**config.mk**
```make
export PLATFORM = sky130hd
export DESIGN_NAME = branch_predict_ctrl_flat
export DESIGN_NICKNAME = d
export VERILOG_FILES = /design/src/rtl/branch_predict_ctrl_if.sv /design/src/rtl/branch_predict_ctrl.sv /design/src/flat_wrapper.sv
export SDC_FILE = /design/constraint.sdc
export NUM_CORES = 2
export LEC_CHECK = 0
export BUFFER_PORTS_ARGS = -buffer_cell sky130_fd_sc_hd__buf_2
export CAP_MARGIN = 10
export CORE_ASPECT_RATIO = 1.1
export CORE_MARGIN = 1.5
export CORE_UTILIZATION = 28
export CTS_CLUSTER_SIZE = 14
export DETAILED_ROUTE_END_ITERATION = 6
export PLACE_DENSITY = 0.39
export SLEW_MARGIN = 30
export SYNTH_ARGS = -nofsm -noshare
export SYNTH_HDL_FRONTEND = slang
export SYNTH_SLANG_ARGS = --single-unit
```
**constraint.sdc**
```tcl
create_clock -name clk -period 14.79 [get_ports clk]
set_clock_uncertainty 0.05 [all_clocks]
set_input_delay 3.6975 -clock clk [delete_from_list [all_inputs] [get_ports clk]]
set_output_delay 3.6975 -clock clk [all_outputs]
set_load 0.05 [all_outputs]
```
**src/rtl/branch_predict_ctrl_if.sv**
```systemverilog
// EX-to-predictor resolution bus and the redirect returned to the pipeline.
// EX drives the master side; the predictor answers on the slave side.
interface branch_predict_ctrl_if;
  logic        upd_e;
  logic [31:0] upd_pc;
  logic        upd_taken;
  logic [31:0] upd_target;
  logic        mispredict;
  logic [31:0] fix_pc;
  logic        redirect_e;
  logic [31:0] redirect_pc;

  modport master (
    output upd_e,
    output upd_pc,
    output upd_taken,
    output upd_target,
    output mispredict,
    output fix_pc,
    input  redirect_e,
    input  redirect_pc
  );

  modport slave (
    input  upd_e,
    input  upd_pc,
    input  upd_taken,
    input  upd_target,
    input  mispredict,
    input  fix_pc,
    output redirect_e,
    output redirect_pc
  );
endinterface

```
**src/rtl/branch_predict_ctrl.sv**
```systemverilog
// Direct-mapped BTB with 2-bit counters, mispredict redirect sequencing
// and wrong-path training suppression.
module branch_predict_ctrl #(
  parameter int ENTRIES    = 64,
  parameter int INDEX_W    = 6,
  parameter int SHADOW_CYC = 2
) (
  input  logic                  clk,
  input  logic                  rst_n,
  input  logic                  stall,
  input  logic [31:0]           if_pc,
  output logic [31:0]           pred_pc,
  output logic                  pred_taken,
  branch_predict_ctrl_if.slave  ex,
  output logic [31:0]           br_cnt,
  output logic [31:0]           miss_cnt
);

  localparam int TAG_W = 32 - INDEX_W - 2;
  localparam int SH_W  =
    (SHADOW_CYC < 2) ? 1 : $clog2(SHADOW_CYC + 1);
  localparam logic [SH_W-1:0] SH_INIT = SH_W'(SHADOW_CYC);
  localparam logic [SH_W-1:0] SH_ONE  = SH_W'(1);

  typedef enum logic [1:0] {
    IDLE,
    REDIRECT,
    SHADOW
  } state_t;

  logic [ENTRIES-1:0] valid_q;
  logic [TAG_W-1:0]   tag_q [ENTRIES];
  logic [31:0]        tgt_q [ENTRIES];
  logic [1:0]         ctr_q [ENTRIES];

  state_t          state_q, state_d;
  logic [SH_W-1:0] shadow_q, shadow_d;
  logic            redir_q, redir_d;
  logic [31:0]     rpc_q, rpc_d;
  logic [31:0]     br_q, miss_q;

  logic [INDEX_W-1:0] lk_idx;
  logic [TAG_W-1:0]   lk_tag;
  logic               lk_hit;

  logic [INDEX_W-1:0] up_idx;
  logic [TAG_W-1:0]   up_tag;
  logic               up_hit;
  logic               accept;
  logic [1:0]         up_ctr;
  logic               unused_lsb;

  assign unused_lsb = ^{if_pc[1:0], ex.upd_pc[1:0]};

  assign lk_idx = if_pc[INDEX_W+1:2];
  assign lk_tag = if_pc[31:INDEX_W+2];
  assign lk_hit = valid_q[lk_idx] &&
                  (tag_q[lk_idx] == lk_tag);

  assign pred_taken = lk_hit && ctr_q[lk_idx][1];
  assign pred_pc    = pred_taken ? tgt_q[lk_idx]
                                 : if_pc + 32'd4;

  assign up_idx = ex.upd_pc[INDEX_W+1:2];
  assign up_tag = ex.upd_pc[31:INDEX_W+2];
  assign up_hit = valid_q[up_idx] &&
                  (tag_q[up_idx] == up_tag);

  // Wrong-path instructions draining through EX must not train or count.
  assign accept = ex.upd_e && !stall &&
                  (state_q != SHADOW);

  always_comb begin
    up_ctr = ctr_q[up_idx];
    if (ex.upd_taken) begin
      if (up_ctr != 2'd3) up_ctr = up_ctr + 2'd1;
    end else begin
      if (up_ctr != 2'd0) up_ctr = up_ctr - 2'd1;
    end
  end

  always_ff @(posedge clk or negedge rst_n) begin
    if (!rst_n) begin
      valid_q <= '0;
    end else if (accept && !up_hit && ex.upd_taken) begin
      valid_q[up_idx] <= 1'b1;
    end
  end

  always_ff @(posedge clk) begin
    if (accept) begin
      if (up_hit) begin
        ctr_q[up_idx] <= up_ctr;
        if (ex.upd_taken) tgt_q[up_idx] <= ex.upd_target;
      end else if (ex.upd_taken) begin
        tag_q[up_idx] <= up_tag;
        tgt_q[up_idx] <= ex.upd_target;
        ctr_q[up_idx] <= 2'd2;
      end
    end
  end

  always_comb begin
    state_d  = state_q;
    shadow_d = shadow_q;
    redir_d  = redir_q;
    rpc_d    = rpc_q;
    unique case (state_q)
      IDLE: begin
        if (accept && ex.mispredict) begin
          state_d = REDIRECT;
          redir_d = 1'b1;
          rpc_d   = ex.fix_pc;
        end
      end
      REDIRECT: begin
        if (!stall) begin
          redir_d = 1'b0;
          if (SHADOW_CYC == 0) begin
            state_d = IDLE;
          end else begin
            state_d  = SHADOW;
            shadow_d = SH_INIT;
          end
        end
      end
      SHADOW: begin
        if (!stall) begin
          if (shadow_q <= SH_ONE) begin
            shadow_d = '0;
            state_d  = IDLE;
          end else begin
            shadow_d = shadow_q - SH_ONE;
          end
        end
      end
      default: begin
        state_d  = IDLE;
        shadow_d = '0;
        redir_d  = 1'b0;
      end
    endcase
  end

  always_ff @(posedge clk or negedge rst_n) begin
    if (!rst_n) begin
      state_q  <= IDLE;
      shadow_q <= '0;
      redir_q  <= 1'b0;
      rpc_q    <= '0;
    end else begin
      state_q  <= state_d;
      shadow_q <= shadow_d;
      redir_q  <= redir_d;
      rpc_q    <= rpc_d;
    end
  end

  always_ff @(posedge clk or negedge rst_n) begin
    if (!rst_n) begin
      br_q   <= '0;
      miss_q <= '0;
    end else if (accept) begin
      if (br_q != '1) br_q <= br_q + 32'd1;
      if (ex.mispredict && (miss_q != '1))
        miss_q <= miss_q + 32'd1;
    end
  end

  assign ex.redirect_e  = redir_q;
  assign ex.redirect_pc = rpc_q;
  assign br_cnt         = br_q;
  assign miss_cnt       = miss_q;

endmodule

```
**src/flat_wrapper.sv**
```systemverilog
// flat-port wrapper written by rule: the top's interface ports become plain ports
module branch_predict_ctrl_flat 
#(
  parameter int ENTRIES    = 64,
  parameter int INDEX_W    = 6,
  parameter int SHADOW_CYC = 2
)
  (clk, rst_n, stall, if_pc, pred_pc, pred_taken, br_cnt, miss_cnt, ex_upd_e, ex_upd_pc, ex_upd_taken, ex_upd_target, ex_mispredict, ex_fix_pc, ex_redirect_e, ex_redirect_pc);
  branch_predict_ctrl_if ex_i ();
  input  logic clk;
  input  logic rst_n;
  input  logic stall;
  input  logic [31:0] if_pc;
  output logic [31:0] pred_pc;
  output logic pred_taken;
  output logic [31:0] br_cnt;
  output logic [31:0] miss_cnt;
  input wire logic [$bits(ex_i.upd_e)-1:0] ex_upd_e;
  input wire logic [$bits(ex_i.upd_pc)-1:0] ex_upd_pc;
  input wire logic [$bits(ex_i.upd_taken)-1:0] ex_upd_taken;
  input wire logic [$bits(ex_i.upd_target)-1:0] ex_upd_target;
  input wire logic [$bits(ex_i.mispredict)-1:0] ex_mispredict;
  input wire logic [$bits(ex_i.fix_pc)-1:0] ex_fix_pc;
  output wire logic [$bits(ex_i.redirect_e)-1:0] ex_redirect_e;
  output wire logic [$bits(ex_i.redirect_pc)-1:0] ex_redirect_pc;
  assign ex_i.upd_e = ex_upd_e;
  assign ex_i.upd_pc = ex_upd_pc;
  assign ex_i.upd_taken = ex_upd_taken;
  assign ex_i.upd_target = ex_upd_target;
  assign ex_i.mispredict = ex_mispredict;
  assign ex_i.fix_pc = ex_fix_pc;
  assign ex_redirect_e = ex_i.redirect_e;
  assign ex_redirect_pc = ex_i.redirect_pc;
  branch_predict_ctrl #(.ENTRIES(ENTRIES), .INDEX_W(INDEX_W), .SHADOW_CYC(SHADOW_CYC)) u_core (.clk(clk), .rst_n(rst_n), .stall(stall), .if_pc(if_pc), .pred_pc(pred_pc), .pred_taken(pred_taken), .ex(ex_i), .br_cnt(br_cnt), .miss_cnt(miss_cnt));
endmodule
```
Yosys cells after proc, flatten, opt, wreduce, memory -nomap -nowiden
Memory sizes are Yosys's and may differ from the RTL's. Cells that the tools add are included.

Bits in registers: 165. Latch bits: 0. Bits in writable memories: 3712. Memory bits (read-only): 0. Bits of input ports: 134. Output and inout port bits: 130. Word-level logic and storage cells: 90. Memories: 3.

$add $sub $neg: 6. Multipliers: 0. Divide/modulo/power cells: 0. $lt $le $gt $ge: 4. Equal/unequal tests: 12. Shift operators: 0. Mux-type cells: 33. Bitwise logic cells: 5. Reductions and logical operators: 20.

Memories: u_core.tgt_q (depth 64, width 32, rd ports 1, clocked after Yosys merged registers in 0, wr ports 1, RTL line branch_predict_ctrl.sv:33) `logic [31:0] tgt_q [ENTRIES];`; u_core.tag_q (depth 64, width 24, rd ports 2, clocked after Yosys merged registers in 0, wr ports 1, RTL line branch_predict_ctrl.sv:32) `logic [TAG_W-1:0] tag_q [ENTRIES];`; u_core.ctr_q (depth 64, width 2, rd ports 2, clocked after Yosys merged registers in 0, wr ports 1, RTL line branch_predict_ctrl.sv:34) `logic [1:0] ctr_q [ENTRIES];`.

Operators by type and width (count): $add A32 B1 Y32 const B (2); $mux W32 (2); $ne A32 B32 Y1 const B (2); $or A64 B64 Y64 (1); $eq A24 B24 Y1 (2); $add A32 B3 Y32 const B (1); $mux W2 (10); $mux W1 (15); $lt A6 B7 Y1 const B (2); $bmux W1 S6 (2); $pmux W2 S3 (2); $logic_and A1 B1 Y1 (10); $ne A2 B2 Y1 const B (4); $demux W1 S6 (1); $ge A6 B1 Y1 const B (1); $reduce_and A2 Y1 (3); $reduce_and A3 Y1 (2); $ne A2 B1 Y1 const B (2); $reduce_and A4 Y1 (1); $sub A2 B1 Y2 const B (2); $pmux W1 S3 (1); $add A2 B1 Y2 const B (1); $eq A2 B1 Y1 const B (1); $eq A2 B2 Y1 const B (1); 6 further kinds (9).

Longest topological paths before layout
Depth in word-level cells: 7. Depth in mapped cells: 18. Mapped depth without buffers: 11.

Least setup slack after synthesis
No wires, ideal clock.

Path kind: input port to output port. Start point: in if_pc[2]. End point: out pred_pc[2]. Arrival: 7808 ps. Data required time: 11042 ps. Path slack: 3235 ps. Cell stages on the path: 16. Path buffers: 6. Cells stage by stage: buf_6 > buf_6 > buf_6 > buf_4 > buf_2 > mux2i_1 > a221oi_1 > o21ai_0 > a211oi_1 > nor4_4 > xnor2_1 > a2111oi_2 > nand3_2 > nor4_4 > buf_6 > mux2i_1.

Longest elaborated chain between the ends: 5. Elaborated cells on any way between the ends: 10. Classes of those cells: add/sub: 1; eq/ne: 1; mux: 3; reduce/logical: 2; memory: 3.

Ends and longest elaborated chain: start, declared (RTL line flat_wrapper.sv:13) `input logic [31:0] if_pc;`; $mem_v2 Z64 W24 or $bmux W1 S6 (tied branches); $eq A24 B24 Y1 or $mux W1 (tied branches) (RTL line branch_predict_ctrl.sv:58, branch_predict_ctrl.sv:57); $logic_and A1 B1 Y1 (RTL line branch_predict_ctrl.sv:57) `assign lk_hit = valid_q[lk_idx] &&`; $logic_and A1 B1 Y1 (*) (RTL line branch_predict_ctrl.sv:60) `assign pred_taken = lk_hit && ctr_q[lk_idx][1];`; net pred_taken (RTL line flat_wrapper.sv:15) `output logic pred_taken;`; $mux W32 (*) (RTL line branch_predict_ctrl.sv:61) `assign pred_pc = pred_taken ? tgt_q[lk_idx]`; end, declared (RTL line flat_wrapper.sv:14) `output logic [31:0] pred_pc;`.

Mark *: on every way through the listed nets, which the timed path passes. The rest lies on a longest branch. The select of a mux whose other input is x is not followed.

Final worst setup path
Start point: in if_pc[4]. End point: out pred_pc[27].

Longest elaborated chain between the ends: 5. Elaborated cells on any way between the ends: 10. Classes of those cells: add/sub: 1; eq/ne: 1; mux: 3; reduce/logical: 2; memory: 3.

Ends and longest elaborated chain (RTL line): $mem_v2 Z64 W24 or $bmux W1 S6 (tied branches); $eq A24 B24 Y1 or $mux W1 (tied branches) (branch_predict_ctrl.sv:58, branch_predict_ctrl.sv:57); $logic_and A1 B1 Y1 (branch_predict_ctrl.sv:57); $logic_and A1 B1 Y1 (branch_predict_ctrl.sv:60); $mux W32 (*) (branch_predict_ctrl.sv:61).

Mark *: on every way between the ends. The rest lies on a longest branch, timed or not. The select of a mux whose other input is x is not followed.

==> impl_summary.log <==
[metrics] run status: completed
[metrics] tightest hold margin: 0.4238 ns
[metrics] clock slew at reported path FFs: 0.05 ns
[metrics] library cell contributing the largest single delay on the critical path: a211oi_1
[metrics] net total in the final layout: 8914
[metrics] Highest Signal Layer: met5
[metrics] unrepaired setup endpoints after global routing: no
[metrics] highest attainable clock frequency: 0.07595 GHz
[metrics] Die Y-Extent: 808.0 um
[metrics] GR Overflow Total: 0
[metrics] data required time of the worst path: 11.04 ns
[metrics] final critical-path share of the clock period: 89.02%
[metrics] clock tree from TritonCTS: yes
[metrics] largest net degree at the start of global routing: 116
[metrics] Hold Fails Final Rpt: 0
[metrics] startpoint types: input port
[metrics] crit-path cells: buf_8, buf_4, nor2_2, buf_4, a221oi_1, o21ai_0, a211oi_1, nor4_4, xnor2_1, a2111oi_2, nand3_2, nor4_4, buf_12, mux2_4, buf_2
[metrics] insertion delay of the later-clocked pin in the worst-skew pair: 1.07 ns
[metrics] hold_sp: u_core.shadow_q[0]$_DFFE_PN0P_
[metrics] routability congestion estimate from global placement: 0.8331
[metrics] worst hold path class: reg -> reg
[metrics] standby leakage power: 61.17 nW
[metrics] Met3 Routed Length: 47.07 mm
[metrics] share of the yosys chip area belonging to registers: 70.07%
[metrics] cts bufs inserted: 440
[metrics] number of port buffers: 261
[metrics] Layout area overhead: 16.31%
[metrics] Worst Hold Path EP: u_core.shadow_q[0]$_DFFE_PN0P_
[metrics] total routed wirelength: 676.6 mm
[metrics] Peak supply drop: 0.1042 mV
[metrics] antenna violations before repair: 66
[metrics] DIE AREA: 593800 um2
[metrics] number of gates resized after CTS: 0
[metrics] layout cell share with drive strength beyond 1: 31.07%
[metrics] total negative slack for setup checks: 0 ns
[metrics] HPWL reported at the end of detailed placement: 395.0 mm
[metrics] Netlist Area Pre-Place: 165000 um2
[metrics] length of routed met2 wiring: 318.6 mm
[metrics] library cells used by synthesis: 98
[metrics] share of synthesized registers carrying an async set or reset: 4.256%
[metrics] Worst Hold Path Cells: 1
[metrics] DR pass1 iterations: 7
[metrics] remaining antenna violation count: 0
[metrics] number of cell instances on the worst register-to-register path: 12
[metrics] clock net sink count: 3877
[metrics] remaining routing DRC violations: 0
[metrics] Worst Path Class, Setup: in -> out
[metrics] Avg Cell Area, Syn: 19.93 um2
[metrics] reg2reg end: u_core.ctr_q[6][0]$_DFFE_PP_
[metrics] Setup Fix Bufs, Post-CTS: 0
[metrics] final count of pins violating max slew: 0
[metrics] Yosys reg bits: 3877
[metrics] PnR Total Power: 25.18 mW
[metrics] number of primary I/O pins: 264
[metrics] Root Driver: clkbuf_16
[metrics] buffer levels on the longest clock path: 4
[metrics] Data arrival, critical path: 9.42 ns
[metrics] worst path buffer plus inverter count: 5
[metrics] clock period minus worst slack: 13.17 ns
[metrics] multi-input combinational cell area: 47190 um2
[metrics] Primary FF master, synth: edfxtp_1
[metrics] relative slew slack: 23.90%
[metrics] hold buffer count at cts: 0
[metrics] Pwr per Cell Area: 131.2 nW/um2
[metrics] WL per Instance: 40.07 um
[metrics] slew at the pin with the worst max-slew slack: 1.135 ns
[metrics] via count of the first global-routing pass: 95570
[metrics] first-pass GRT wire length: 896.8 mm
[metrics] largest stage delay on the critical path: 0.99 ns
[metrics] wl on met1: 285.8 mm
[metrics] Via-to-Cell Ratio: 5.595
[metrics] Gate Count Post-Synth: 8277
[metrics] Rows: 295
[metrics] launch point of the worst reg-to-reg path: u_core.tag_q[62][19]$_DFFE_PP_
[metrics] Synth warnings: 0
[metrics] Core ar.: 586900 um2
[metrics] final setup violation count: 0
[metrics] total of fill cells in the finished design: 56010
[metrics] number of DRC markers after the initial detailed-route iteration: 11940
[metrics] largest driver fanout on the critical path: 39
[metrics] routed vias: 94470
[metrics] area taken by flip-flops and latches: 115600 um2
[metrics] post-synth net total: 8417
[metrics] number of synthesized flops with an enable pin: 3712
[metrics] crit end category: output port
[metrics] x dimension of the die: 734.8 um
[metrics] number of levels the H-tree was split into: 5
[metrics] overall global routing resource usage: 22.15%
[metrics] Largest delay share family, worst path: buffers and inverters
[metrics] FF-to-FF setup slack: 8.26 ns
[metrics] starting density of the core: 28.11%
[metrics] max-capacitance violation count: 0
## cells in the final DEF, fill, tap and decap left out, types with 140 or more instances in the layout
| cell type | instances |
|---|---|
| mux4_2 | 1146 |
| a22oi_1 | 140 |
| a221oi_1 | 180 |
| dfrtp_1 | 165 |
| mux2i_1 | 356 |
| clkbuf_16 | 447 |
| nand2_1 | 204 |
| edfxtp_1 | 3712 |
| buf_4 | 373 |
| mux2_2 | 154 |
| buf_2 | 220 |
## flip-flops by register name, indices dropped and copies added (netlist names)
register,cells
u_core.shadow_q,2
u_core.miss_cnt,32
u_core.tgt_q,2048
u_core.state_q,2
u_core.valid_q,64
u_core.tag_q,1536
u_core.ex.redirect_pc,32
u_core.ctr_q,128
u_core.br_cnt,32
u_core.ex.redirect_e,1
## worst reg2reg max path: cells and delay by family (launching register included)
kind	cells	cell delay, ns
multiplexers	2	1.28
AO/OA/AOI/OAI	4	1.97
AND/OR/NAND/NOR	3	1.45
buffers and inverters	2	0.84
flip-flops	1	0.38
XOR/XNOR	1	0.33
## routing by layer
layer / up-vias / GRT usage [%]
li1: 36480 / -
met5: - / 0
met4: 22 / 6.923
met2: 4366 / 35.80
met3: 995 / 3.923
met1: 52610 / 30.36
## kinds of logic after synthesis
family          after synthesis  share of synthesized area [%]
simple gates                842                          2.646
flops                      3877                          70.07
buf+inv                     640                          2.048
compound gates             1063                          4.944
mux                        1714                          19.52
xor+xnor                    133                         0.7061
fa+ha+maj                     8                        0.05764
## synthesized netlist by cell type, drive strengths merged (34+ instances only)
master	instances	area, um2
edfxtp	3712	111500
mux4	1169	26410
buf	366	2332
mux2i	357	3573
clkbuf	252	945.9
nand2	214	805.8
nor2	192	720.7
mux2	188	2222
a221oi	181	1585
dfrtp	165	4129
a22oi	140	1051
a21oi	118	590.6
o21ai	111	555.5
xnor2	90	788.3
o22ai	86	538.0
and3	74	462.9
nand3	72	370.4
nor4	67	480.5
a221o	62	620.6
a22o	52	455.4
a41o	50	500.5
o2bb2ai	44	385.4
xor2	43	376.6
nor3	37	185.2
a211oi	34	255.2
and4	34	297.8
## report_power, final
| group | switching [mW] | leakage [nW] | total (mW) | internal (mW) |
|---|---|---|---|---|
| sequential | 0.0629 | 35.6 | 12.2 | 12.1 |
| clock | 4.65 | 6.82 | 10.8 | 6.13 |
| combinational | 1.50 | 18.8 | 2.20 | 0.692 |
| total | 6.22 | 61.2 | 25.2 | 19.0 |
## per-stage QoR
step	cells	utilization, %	worst slack (ns)	cell area [um2]
6_report	16890	32.69	1.623	191900
5_1_grt	16870	32.69	1.649	191800
4_1_cts	16870	32.66	1.726	191700
2_1_floorplan	8277	-	3.235	165000
3_3_place_gp	16030	30.18	1.366	177100
3_5_place_dp	16050	30.28	1.737	177700
## worst max-delay path by stage
stage                   from           to  slack [ns]  cells past startpoint
detailed placement  if_pc[4]  pred_pc[27]        1.74                     15
finish              if_pc[4]  pred_pc[27]        1.62                     15
global route        if_pc[4]  pred_pc[27]        1.65                     15
CTS                 if_pc[4]  pred_pc[27]        1.73                     15
global placement    if_pc[2]  pred_pc[27]        1.37                     12
floorplan           if_pc[2]   pred_pc[2]        3.23                     16
## area by class of cell
type,instances,area share [%]
antenna,15,0.01956
clock buffer,549,6.076
clock inverter,267,1.199
inverter,19,0.04499
multi-input combinational,3760,24.60
sequential,3877,60.25
tap,7722,5.035
timing repair buffer,676,2.782
Note: power is estimated with default switching activity, not from simulation.
